`src/rtl/opnd_demux.sv`:
```
// Write-side operand demux: steers one data word per write into one of four
// holding registers, either by an external one-hot select or by a rotating
// internal pointer. Tracks per-register loaded flags and a sticky error flag.
module opnd_demux #(
    parameter int unsigned WIDTH = 16
) (
    input  logic             clk,
    input  logic             rst_n,
    input  logic [WIDTH-1:0] din,
    input  logic             wr_en,
    input  logic [3:0]       sel,
    input  logic             auto,
    input  logic             clr,
    output logic [WIDTH-1:0] O0,
    output logic [WIDTH-1:0] O1,
    output logic [WIDTH-1:0] O2,
    output logic [WIDTH-1:0] O3,
    output logic [3:0]       loaded,
    output logic [3:0]       ptr,
    output logic             full,
    output logic             err
);

    logic [3:0][WIDTH-1:0] regs_q, regs_d;
    logic [3:0]            loaded_q, loaded_d;
    logic [3:0]            ptr_q, ptr_d;
    logic                  err_q, err_d;

    logic                  sel_onehot;
    logic [3:0]            wr_mask;

    // Decode which register (if any) this edge writes, and whether sel is illegal.
    always_comb begin
        sel_onehot = (sel != 4'b0000) && ((sel & (sel - 4'd1)) == 4'b0000);
        wr_mask    = 4'b0000;
        if (wr_en && !clr) begin
            if (auto) begin
                wr_mask = ptr_q;
            end else if (sel_onehot) begin
                wr_mask = sel;
            end
        end
    end

    // Next-state: clr beats write; bad manual select only raises err.
    always_comb begin
        regs_d   = regs_q;
        loaded_d = loaded_q;
        ptr_d    = ptr_q;
        err_d    = err_q;
        if (clr) begin
            regs_d   = '0;
            loaded_d = 4'b0000;
            ptr_d    = 4'b0001;
            err_d    = 1'b0;
        end else if (wr_en) begin
            for (int k = 0; k < 4; k++) begin
                if (wr_mask[k]) begin
                    regs_d[k] = din;
                end
            end
            loaded_d = loaded_q | wr_mask;
            if (auto) begin
                ptr_d = {ptr_q[2:0], ptr_q[3]};
            end else if (!sel_onehot) begin
                err_d = 1'b1;
            end
        end
    end

    // State registers with asynchronous reset.
    always_ff @(posedge clk or negedge rst_n) begin
        if (!rst_n) begin
            regs_q   <= '0;
            loaded_q <= 4'b0000;
            ptr_q    <= 4'b0001;
            err_q    <= 1'b0;
        end else begin
            regs_q   <= regs_d;
            loaded_q <= loaded_d;
            ptr_q    <= ptr_d;
            err_q    <= err_d;
        end
    end

    // Outputs: all registered except full, which is decoded from loaded.
    always_comb begin
        O0     = regs_q[0];
        O1     = regs_q[1];
        O2     = regs_q[2];
        O3     = regs_q[3];
        loaded = loaded_q;
        ptr    = ptr_q;
        err    = err_q;
        full   = (loaded_q == 4'b1111);
    end

endmodule

```
`config.mk`:
```
export PLATFORM = sky130hd
export DESIGN_NAME = opnd_demux
export DESIGN_NICKNAME = d
export VERILOG_FILES = /design/src/rtl/opnd_demux.sv
export SDC_FILE = /design/constraint.sdc
export NUM_CORES = 1
export LEC_CHECK = 0
export ABC_AREA = 1
export CAP_MARGIN = 20
export CORE_MARGIN = 8
export CORE_UTILIZATION = 45
export CTS_BUF_LIST = sky130_fd_sc_hd__clkbuf_4 sky130_fd_sc_hd__clkbuf_8
export DETAILED_ROUTE_END_ITERATION = 10
export GPL_TIMING_DRIVEN = 0
export HOLD_SLACK_MARGIN = 0.1
export PLACE_DENSITY = 0.85
export REMOVE_ABC_BUFFERS = 1
export SYNTH_ARGS = -nofsm -noshare
export SYNTH_HDL_FRONTEND = slang
export SYNTH_SLANG_ARGS = --single-unit
```
`constraint.sdc`:
```
create_clock -name clk -period 1.1 [get_ports clk]
set_input_delay 0.11 -clock clk [delete_from_list [all_inputs] [get_ports clk]]
set_output_delay 0.11 -clock clk [all_outputs]
set_load 0.1 [all_outputs]
```
==> qor.txt, run 1 <==
Status: complete, but fails checks
Failing checks: negative hold slack, negative setup slack
RD Place Congestion: 0.718
Fin crit period: 1410 ps
Post-synthesis xor/xnor area fraction: 0%
R2R depth: 6
Setup violators final: 22
Worst-path clk slew: 80 ps
Synth Area in Adders: 0%
Leak: 2.83 nW
DRT Pass-1 Iters: 4
Routed wire length: 11900 um
Clk buf depth: 2
F_max: 707 MHz
Setup CP Type: reg -> out
Post-layout nets: 520
Top sig layer: met4
Crit path max fanout: 2
CP cell instances: inv_2 -> nor4_4 -> buf_6
Synth top area share: 51.6%
Top area cells in the synthesized netlist: dfrtp_1 (52%), nand3_1 (16%), nand2_1 (8.2%)
Util after Layout: 74.9%
Routed wl met2: 6210 um
Netlist cell types: 26
DR WL/cell: 19.9 um
Detail Placement HPWL: 6420 um
CTS Root Cell: clkbuf_8
Initial antenna violation count: 0
Routed wl met3: 766 um
Yosys reg bits: 73
H-tree lvl count: 3
Via density per instance: 5.49
PortBufs: 98
Rel. slew slack: 38.5%
Worst-case vdd ir drop: 734 uV
Critical path data required time: 990 ps
Clk_lat worst skew: 330 ps
Fraction of registers with async set/reset: 100%
Post-DRT Antenna Nets: 0
Cell area after synthesis: 3490 um2
Placed Area: 4430 um2
RSZ-0062 raised after global routing: true
Commonest cells in the netlist: nand3_1 (113), nand2_1 (76), dfrtp_1 (72), inv_1 (29), nor2_1 (19)
Sequential area share after synthesis: 52.4%
Max-capacitance violation count: 0
Mux cell area share after synthesis: 0%
Pwr Density: 1150 nW/um2
Number of enable flip-flop cells after synthesis: 0
Die footprint: 10800 um2
Fin Setup TNS: -3730 ps
Die height: 104 um
Layout cell share with drive strength beyond 1: 39.7%
Worst Path Arrival: 1300 ps
Storage cell area: 1830 um2
Crit path largest cell delay: 380 ps
Worst hold slack: -99.3 ps
Worst r2r src: ptr[0]
Vias in the first global route: 3357
Critical Path Sink Type: output port
CTS tree: built
Compound-Gate Fraction of Synth Area: 1.79%
Slew Limit Fails: 0
Num ports: 99
Most instantiated library cell after synthesis: nand3_1
Crit Reg-Reg Endpoint: O0[5]
Multi-input logic area: 1640 um2
Post-Place Setup Slack: -2060 ps
Core area: 7610 um2
Post-synth top area cell: dfrtp_1
R2R Setup Slk: -210 ps
M1 WL: 4710 um
First-pass GRT wire length: 17900 um
Number of remaining DRC errors: 0
Initial core utilization: 45.9%
Largest family of logic cells by synthesized area: simple AND/OR/NAND/NOR gates
Hold WC Path Type: in -> async
Instance count of the mapped netlist: 380
Avg Cell Area, Syn: 9.18 um2
Slowest library cell on the worst path: dfrtp_1
Hold buffers post-CTS: 1
Pin count of the biggest net entering global routing: 74
Die Wd: 104 um
Post-Synth Simple-Gate Area: 37.0%
Area growth from synthesis to layout: 63.3%
TritonCTS Sinks: 73
Worst-margin pin slew: 923 ps
# fillers: 491
Gr usage total: 20.5%
DR iter-0 viols: 156
FP Rows: 32
Number of buffers created by CTS: 9
Worst Skew: 10.8 ps
Fin crit share: 129%
Main synth FF type: dfrtp_1
Worst setup SP type: register
Setup ws final: -314 ps
Remaining global-route overflow: 0
Fin. Hold Viols: 72
N_diodes: 0
Post-route cell area: 5700 um2
Total number of vias: 3301
Yosys warns: 0
logic make-up (layout without fill, tap and decap cells):
logic type      Yosys count  count (layout)
buf+inv                  56             172
compound gates            9               9
flops                    73              73
simple gates            242             245
per-layer routing:
metal,up-vias,track usage (%)
li1,1501,-
met1,1631,24.2
met2,151,34.1
met3,18,5.70
met5,-,0
met4,0,9.31
power by group:
part	leakage, nW	switching (W)	internal [W]	total, W
Combinational	1.71	0.000889	0.000396	0.00128
Sequential	1.00	0.0000581	0.00274	0.00279
Clock	0.115	0.00101	0.00149	0.00250
placed cells by master, fill, tap and decap left out, types with 9 or more instances in the layout:
master / instances
nand3_1: 88
nand2_1: 71
dfrtp_1: 68
nand3_2: 43
buf_12: 30
inv_1: 27
buf_8: 27
buf_6: 24
nor2_1: 19
clkdlybuf4s50_1: 16
buf_4: 15
nand2_8: 10
clkbuf_8: 9
repair_timing:
item	in CTS	in global routing
buffers inserted	11	10
endpoints found under the hold margin	73	72
setup endpoints to repair	147	112
gates resized for setup	576	113
pin swaps	13	22
cloned	4	3
sequential cells by signal (all words and copies together) (netlist names):
register and count:
ptr 4, O1 16, O3 16, O0 16, err 1, loaded 4, O2 16
worst max-delay path by stage:
stage	start	end	slack (ps)
floorplan	loaded[3]	full	-2990
global placement	rst_n	O1[4]	-2470
detailed placement	clr	O0[5]	-2060
CTS	loaded[2]	full	-310
global route	loaded[1]	full	-370
finish	loaded[1]	full	-310
worst max-delay path, delay by kind of cell, from the launching register on:
family        cells  cell delay, ps
flops             1             380
simple gates      1             270
buf+inv           2             320
area by class of cell:
class | instances | area share (%)
clock buffers | 9 | 2.17
repair inverters | 2 | 0.307
repair buffers | 123 | 29.8
multi-input cells | 254 | 28.8
well taps | 102 | 2.24
flip-flops and latches | 73 | 32.2
inverters | 32 | 2.68
clock inverters | 6 | 1.89
per-stage QoR:
step           total power, W  hold slack, ps  instances
5_1_grt               0.00677           -38.6        601
3_3_place_gp          0.00380             469        556
4_1_cts               0.00646           -50.7        588
6_report              0.00658           -99.3        601
2_1_floorplan         0.00343            -186        356
3_5_place_dp          0.00382             315        557
Note: power is estimated with default switching activity, not from simulation.
==> run 2: changes to the inputs <==
- GPL_ROUTABILITY_DRIVEN: not set -> 0
==> results of run 2 <==
The final DEF is identical to that of run 1; final timing and power are the same.
